==> config.mk <==
export PLATFORM = sky130hd
export DESIGN_NAME = seq_stim_tx_flat
export DESIGN_NICKNAME = d
export VERILOG_FILES = /design/src/rtl/seq_stim_tx_pkg.sv /design/src/rtl/seq_stim_tx_if.sv /design/src/rtl/seq_stim_tx_edge_detect.sv /design/src/rtl/seq_stim_tx.sv /design/src/flat_wrapper.sv
export SDC_FILE = /design/constraint.sdc
export NUM_CORES = 1
export LEC_CHECK = 0
export CAP_MARGIN = 30
export CORE_AREA = 2 2 54 66
export CTS_CLUSTER_SIZE = 28
export DETAILED_ROUTE_END_ITERATION = 8
export DIE_AREA = 0 0 56 68
export PLACE_DENSITY_LB_ADDON = 0.12
export SYNTH_ARGS = -nofsm -noshare
export SYNTH_HDL_FRONTEND = slang
export SYNTH_SLANG_ARGS = --single-unit
==> constraint.sdc <==
create_clock -name clk -period 3.35 [get_ports clk]
set_clock_uncertainty 0.2 [all_clocks]
set_input_delay 0.67 -clock clk [delete_from_list [all_inputs] [get_ports clk]]
set_output_delay 0.67 -clock clk [all_outputs]
set_load 0.02 [all_outputs]
==> src/rtl/seq_stim_tx_pkg.sv <==
// seq_tx_pkg -- shared types and constants for the seq_stim_tx block.
//   tx_state_t     : transmitter FSM states (IDLE, SHIFT, DONE)
//   RUN_LEN        : run length at which the detector asserts z
//   DEFAULT_WIDTH  : default pattern length in bits
package seq_tx_pkg;

    typedef enum logic [1:0] {
        IDLE,
        SHIFT,
        DONE
    } tx_state_t;

    localparam int unsigned RUN_LEN       = 4;
    localparam int unsigned DEFAULT_WIDTH = 8;

endpackage

==> src/rtl/seq_stim_tx_if.sv <==
// seq_stim_tx_if -- stimulus/serial bundle between the switch/key front end
// and the serial transmitter.
//   start, step, data : from the front end (master) to the transmitter
//   w, w_valid        : serial bit and its one-cycle "new bit" strobe
//   busy, done        : burst status
//   bit_idx           : bits emitted so far in the burst (hex display)
//   z_exp             : expected detector output for the bit on w
// modports: master (front end / testbench), slave (transmitter)
interface seq_stim_tx_if
    import seq_tx_pkg::*;
#(
    parameter int unsigned WIDTH = DEFAULT_WIDTH
);

    logic             start;
    logic             step;
    logic [WIDTH-1:0] data;
    logic             w;
    logic             w_valid;
    logic             busy;
    logic             done;
    logic [3:0]       bit_idx;
    logic             z_exp;

    modport master (
        output start, step, data,
        input  w, w_valid, busy, done, bit_idx, z_exp
    );

    modport slave (
        input  start, step, data,
        output w, w_valid, busy, done, bit_idx, z_exp
    );

endinterface

==> src/rtl/seq_stim_tx_edge_detect.sv <==
// edge_detect -- one-register-deep rising-edge detector.
//   clk, reset : clock and synchronous active-high reset
//   in         : level input
//   rise       : high for the cycle in which in is 1 and was 0 at the last edge
module edge_detect (
    input  logic clk,
    input  logic reset,
    input  logic in,
    output logic rise
);

    logic prev;

    always_ff @(posedge clk) begin
        if (reset) begin
            prev <= 1'b0;
        end else begin
            prev <= in;
        end
    end

    assign rise = in & ~prev;

endmodule

==> src/rtl/seq_stim_tx.sv <==
// seq_stim_tx -- serial stimulus transmitter for the sequence-detector lab.
// Captures a WIDTH-bit pattern on a start edge and emits it MSB-first on w,
// one bit per step edge.
//   clk, reset : clock and synchronous active-high reset
//   bus        : seq_stim_tx_if.slave (start/step/data in; w, w_valid, busy,
//                done, bit_idx, z_exp out)
// Build option: define SEQ_TX_EXPECT_EN to compile in the run counter that
// produces z_exp (asserted when the current bit completes a run of RUN_LEN
// equal bits); otherwise z_exp is tied low.
module seq_stim_tx
    import seq_tx_pkg::*;
#(
    parameter int unsigned WIDTH = DEFAULT_WIDTH
) (
    input  logic         clk,
    input  logic         reset,
    seq_stim_tx_if.slave bus
);

    localparam logic [3:0] LAST_IDX = 4'(WIDTH - 1);

    tx_state_t        state, state_nxt;
    logic             start_rise, step_rise;
    logic             take_start, take_step;
    logic [WIDTH-1:0] shreg;
    logic [3:0]       bit_idx;
    logic             w_q;
    logic             w_valid_q;
    logic             z_q;

    edge_detect u_start_ed (
        .clk   (clk),
        .reset (reset),
        .in    (bus.start),
        .rise  (start_rise)
    );

    edge_detect u_step_ed (
        .clk   (clk),
        .reset (reset),
        .in    (bus.step),
        .rise  (step_rise)
    );

    // State register
    always_ff @(posedge clk) begin
        if (reset) begin
            state <= IDLE;
        end else begin
            state <= state_nxt;
        end
    end

    // Next-state logic
    always_comb begin
        state_nxt = state;
        unique case (state)
            IDLE, DONE: begin
                if (start_rise) begin
                    state_nxt = SHIFT;
                end
            end
            SHIFT: begin
                if (step_rise && (bit_idx == LAST_IDX)) begin
                    state_nxt = DONE;
                end
            end
            default: state_nxt = IDLE;
        endcase
    end

    // Output / control decode. A start edge outside SHIFT wins over a
    // simultaneous step edge because steps are only honoured in SHIFT.
    always_comb begin
        take_start = 1'b0;
        take_step  = 1'b0;
        bus.busy   = 1'b0;
        bus.done   = 1'b0;
        unique case (state)
            IDLE: begin
                take_start = start_rise;
            end
            SHIFT: begin
                take_step = step_rise;
                bus.busy  = 1'b1;
            end
            DONE: begin
                take_start = start_rise;
                bus.done   = 1'b1;
            end
            default: ;
        endcase
    end

    // Shift datapath
    always_ff @(posedge clk) begin
        if (reset) begin
            shreg     <= '0;
            bit_idx   <= '0;
            w_q       <= 1'b0;
            w_valid_q <= 1'b0;
        end else begin
            w_valid_q <= 1'b0;
            if (take_start) begin
                shreg   <= bus.data;
                bit_idx <= '0;
                w_q     <= 1'b0;
            end else if (take_step) begin
                w_q       <= shreg[WIDTH-1];
                shreg     <= shreg << 1;
                bit_idx   <= bit_idx + 4'd1;
                w_valid_q <= 1'b1;
            end
        end
    end

`ifdef SEQ_TX_EXPECT_EN
    logic [2:0] run;
    logic [2:0] run_nxt;

    // Previous emitted bit is still on w_q; bit_idx == 0 marks the first
    // bit of a burst, so stale w from an earlier burst never extends a run.
    always_comb begin
        run_nxt = run;
        if ((bit_idx == 4'd0) || (shreg[WIDTH-1] != w_q)) begin
            run_nxt = 3'd1;
        end else if (run >= 3'(RUN_LEN)) begin
            run_nxt = 3'(RUN_LEN);
        end else begin
            run_nxt = run + 3'd1;
        end
    end

    always_ff @(posedge clk) begin
        if (reset) begin
            run <= '0;
            z_q <= 1'b0;
        end else if (take_start) begin
            run <= '0;
            z_q <= 1'b0;
        end else if (take_step) begin
            run <= run_nxt;
            z_q <= (run_nxt == 3'(RUN_LEN));
        end
    end
`else
    assign z_q = 1'b0;
`endif

    assign bus.w       = w_q;
    assign bus.w_valid = w_valid_q;
    assign bus.bit_idx = bit_idx;
    assign bus.z_exp   = z_q;

endmodule

==> src/flat_wrapper.sv <==
// flat-port wrapper written by rule: the top's interface ports become plain ports
module seq_stim_tx_flat import seq_tx_pkg::*;
#(
    parameter int unsigned WIDTH = DEFAULT_WIDTH
)
  (clk, reset, bus_start, bus_step, bus_data, bus_w, bus_w_valid, bus_busy, bus_done, bus_bit_idx, bus_z_exp);
  seq_stim_tx_if #(.WIDTH(WIDTH)) bus_i ();
  input  logic clk;
  input  logic reset;
  input wire logic [$bits(bus_i.start)-1:0] bus_start;
  input wire logic [$bits(bus_i.step)-1:0] bus_step;
  input wire logic [$bits(bus_i.data)-1:0] bus_data;
  output wire logic [$bits(bus_i.w)-1:0] bus_w;
  output wire logic [$bits(bus_i.w_valid)-1:0] bus_w_valid;
  output wire logic [$bits(bus_i.busy)-1:0] bus_busy;
  output wire logic [$bits(bus_i.done)-1:0] bus_done;
  output wire logic [$bits(bus_i.bit_idx)-1:0] bus_bit_idx;
  output wire logic [$bits(bus_i.z_exp)-1:0] bus_z_exp;
  assign bus_i.start = bus_start;
  assign bus_i.step = bus_step;
  assign bus_i.data = bus_data;
  assign bus_w = bus_i.w;
  assign bus_w_valid = bus_i.w_valid;
  assign bus_busy = bus_i.busy;
  assign bus_done = bus_i.done;
  assign bus_bit_idx = bus_i.bit_idx;
  assign bus_z_exp = bus_i.z_exp;
  seq_stim_tx #(.WIDTH(WIDTH)) u_core (.clk(clk), .reset(reset), .bus(bus_i));
endmodule
Yosys cells after proc, flatten, opt, wreduce, memory -nomap -nowiden --
Cells that the tools add are included.
Storage, ports and cells: register bits 18, bits in latches 0, RAM bits 0, memory bits (read-only) 0, bits of input ports 12, logic and storage cells 33, memories 0
Cells by class: add/subtract/negate cells 1, multiply operators 0, divide/modulo/power cells 0, order comparisons 0, equal/unequal tests 5, shift-type cells 0, multiplexer cells 10, bitwise operators 4, reduce and logical (&&, ||, !) cells 6
Operators with widths (count):
- $mux 8 | 2
- $mux 1 | 5
- $add 4x1->4 const B | 1
- $eq 4x3->1 const B | 1
- $mux 2 | 2
- $ne 2x1->1 const B | 2
- $pmux 2 s2 | 1
- $reduce_or 2->1 | 2
- $and 1x1->1 | 2
- $eq 2x1->1 const B | 1
- $eq 2x2->1 const B | 1
- $logic_not 2->1 | 1
- $not 1->1 | 2
- $reduce_and 2->1 | 1
- $reduce_bool 2->1 | 1
- $logic_and 1x1->1 | 1

Longest topological paths before layout --
depth after elaboration 5, depth in mapped cells 4, gate-level depth less buffers 4

Cells and area by module --
Synthesis repeated with hierarchy kept, for this count alone.
Second synthesis, totals: cells, all modules 92, area total of the unflattened synthesis 838.3 sq um
By module, submodules not included:
- seq_stim_tx | times used 1, cells each 86, area each 743.2 sq um
- edge_detect | times used 2, cells each 3, area each 47.5 sq um

Worst setup path after synthesis --
Ideal clock, no wire load.
path type reg-to-output, start point register u_core.state[0], end point output port bus_busy, data arrival time 0.791 ns, data required time 2.480 ns, setup slack 1.689 ns, stages on the path, launching flop included 2, buffers on the path 0, cell sequence dfxtp_1 nor2b_1
Between the ends: longest elaborated chain between the ends 2
RTL lines:
- from (decl) | RTL line seq_stim_tx.sv:22 | tx_state_t state, state_nxt;
- from (signal assigned) | RTL line seq_stim_tx.sv:50 | state <= state_nxt;
- $eq 2x1->1 | RTL line seq_stim_tx.sv:79 | unique case (state)
- $mux 1 | RTL line seq_stim_tx.sv:79
- to (decl) | RTL line flat_wrapper.sv:15 | output wire logic [$bits(bus_i.busy)-1:0] bus_busy;
No other way between the ends.

Worst setup path after layout --
Ends and elaborated chain as after synthesis.

==> flow_metrics.tcl <==
set metrics [dict create \
    cp_slowest_stage_delay_ns 0.64 \
    leakage_nw 0.3467 \
    post_cts_resize_count 0 \
    r2r_slack_ns 1.68 \
    avgSynthCellArea_um2 9.120 \
    syn2layout_area_growth_pct 34.71 \
    antenna_cells 0 \
    preCtsSetupSlack_ns 0.9082 \
    globalplace.congestion 0.6838 \
    yosysUniqueCellTypes 26 \
    die_w_um 56 \
    hold_viol_final 0 \
    syn_area_um2 757.0 \
    drc 0 \
    grt_util_all_layers_pct 9.522 \
    antenna_found_initial 0 \
    crit_arrival_ns 1.57 \
    clock-sinks 18 \
    grt_max_degree 17 \
    grt_pass1_vias 636 \
    cts_buffer_depth 2 \
    core_area_um2 3223 \
    synth_seq_area_share_pct 47.60 \
    crit_buf_inv 1 \
    top_layer "met4" \
    max_clock_freq_mhz 409.6 \
    cpLargestDelayFamily "buffers and inverters" \
    vias 658 \
    rows 23 \
    place_hpwl_um 1140 \
    timing.setup.tns_ns 0 \
    drt_first_pass_iters 4 \
    start_util_pct 23.49 \
    root_buffer "clkbuf_8" \
    layout_commonest_cell "clkdlybuf4s50_1" \
    worst_ir_drop_vdd_mv 0.1875 \
    clock_latency_ns 0.25 \
    nFillCells 369 \
    gr-total-overflow 0 \
    yosys_warnings 0 \
    crit_required_ns 2.48 \
    wl_met3_um 85 \
    drtIter0Drc 23 \
    ant_nets 0 \
    nets 115 \
    worst_setup_path_start_kind "register" \
    dieArea_um2 3808 \
    via_per_inst 4.768 \
    io_buffers 19 \
    status "finished, final reports clean" \
    holdBufCountCts 0 \
    cp_cell_sequence "nor2b_1 -> clkdlybuf4s50_1" \
    cap_violations 0 \
    worst_pin_slew_ns 0.5518 \
    wl_met2_um 776 \
    wl_met1_um 732 \
    endpoint_kind "output pin" \
    rsz0062_at_grt "false" \
    io_pins 21 \
    cts_max_level 1 \
    setup_ws_ns 0.9087 \
    drv_slew 0 \
    setup_viol 0 \
    fp.dieH_um 68 \
    synthCells 83 \
    cts_tree "done" \
    cts_buffers 3 \
    synth_seq_cells 18 \
    period_needed_ns 2.441 \
    powerDensity_nw_per_um2 457.5 \
    mappedNetlistNets 96 \
    layout_common_cells "19 x clkdlybuf4s50_1, 18 x dfxtp_1, 12 x a21oi_1" \
    min_period_over_period_pct 72.87 \
    cp_slowest_cell "clkdlybuf4s50_1" \
    cts_setup_buffers 0 \
    clk_pin_slew_worst_paths_ns 0.07 \
    wirelength_um 1636 \
    drive_above_1_share_pct 7.921 \
    grt_pass1_wl_um 2766 \
    relSlewSlack_pct 63.10 \
    path_class "register to output pin" \
    worstHoldPathType "register to register" \
    routedWlPerCell_um 11.86 \
    cp_max_fo 6 \
]
[final cells by class]
cell class,instances,area (um2),share of cell area (%)
inverter,2,7.507,0.7362
clock buffer,4,55.05,5.399
multi-input combinational,58,360.3,35.34
tap,37,46.29,4.540
sequential,18,360.3,35.34
timing repair buffer,19,190.2,18.65
[cell families (layout without fill, tap and decap cells)]
| group | after synthesis | after routing | synth area share (%) |
|---|---|---|---|
| other | 1 | 1 | 0.4954 |
| and+or+nand+nor | 31 | 31 | 25.46 |
| AOI/OAI and AO/OA | 24 | 24 | 18.84 |
| xor gates and xnor gates | 1 | 1 | 1.157 |
| adders and majority gates | 1 | 1 | 1.653 |
| DFF | 18 | 18 | 47.60 |
| buffers and inverters | 7 | 25 | 4.793 |
[tightest hold or removal path, cell delays in order, from the launching register on]
cell and delay, ns:
dfxtp_1 0.31, nand2_1 0.05, a21oi_1 0.05
[registers in the layout, indices dropped and copies added (netlist names)]
| register | flops |
|---|---|
| u_core.state | 2 |
| u_core.u_step_ed.prev | 1 |
| u_core.bus.w_valid | 1 |
| u_core.u_start_ed.prev | 1 |
| u_core.bus.bit_idx | 4 |
| u_core.bus.w | 1 |
| u_core.shreg | 8 |
[metrics by stage]
step	area, um2	cells	hold WS [ns]	total power [mW]	util (%)
6_report	1020	138	0.2562	0.4665	31.64
5_1_grt	1020	138	0.2911	0.4945	31.64
4_1_cts	1020	138	0.2631	0.4776	31.64
3_5_place_dp	964.7	134	0.2521	0.2952	29.93
3_3_place_gp	964.7	134	0.2527	0.2955	29.93
2_1_floorplan	757.0	83	0.2314	0.2708	-
[per-layer routing]
layer,vias up,track usage [%]
met5,-,0
met4,0,7.143
met3,4,2.268
met2,15,15.88
met1,305,10.64
li1,334,-
[synth_stat cells, drive strengths merged]
| cell | instances | share of area (%) |
|---|---|---|
| and4bb | 1 | 1.7 |
| o2bb2ai | 1 | 1.2 |
| xnor2 | 1 | 1.2 |
| clkbuf | 1 | 0.50 |
| buf | 4 | 3.3 |
| nor2b | 3 | 2.5 |
| ha | 1 | 1.7 |
| or3 | 2 | 1.7 |
| a21oi | 12 | 7.9 |
| and2b | 1 | 0.99 |
| nor3b | 1 | 1.7 |
| dfxtp | 18 | 48 |
| nand3 | 9 | 5.9 |
| a22oi | 7 | 6.9 |
| inv | 2 | 0.99 |
| nand4bb | 1 | 2.1 |
| nor2 | 3 | 1.5 |
| o22ai | 1 | 0.83 |
| or3b | 1 | 1.2 |
| nor4bb | 1 | 1.3 |
| o21ai | 3 | 2.0 |
| nand2b | 2 | 2.0 |
| nand2 | 6 | 3.0 |
| conb | 1 | 0.50 |
[worst paths after layout]
kind | to | cells after the start | startpoint
max | bus_busy | 2 | u_core.state[0]
min | u_core.bus.w | 2 | u_core.shreg[7]
max reg2reg | u_core.bus.bit_idx[3] | 3 | u_core.state[0]
min reg2reg | u_core.bus.w | 2 | u_core.shreg[7]
[where the power goes]
group,total [mW],leakage (nW),switching (mW),internal (mW)
combinational,0.0580,0.171,0.0289,0.0292
sequential,0.232,0.147,0.00719,0.224
clock,0.177,0.0288,0.0725,0.104
total,0.466,0.347,0.109,0.358
No activity file was read; power rests on OpenSTA's default activity.
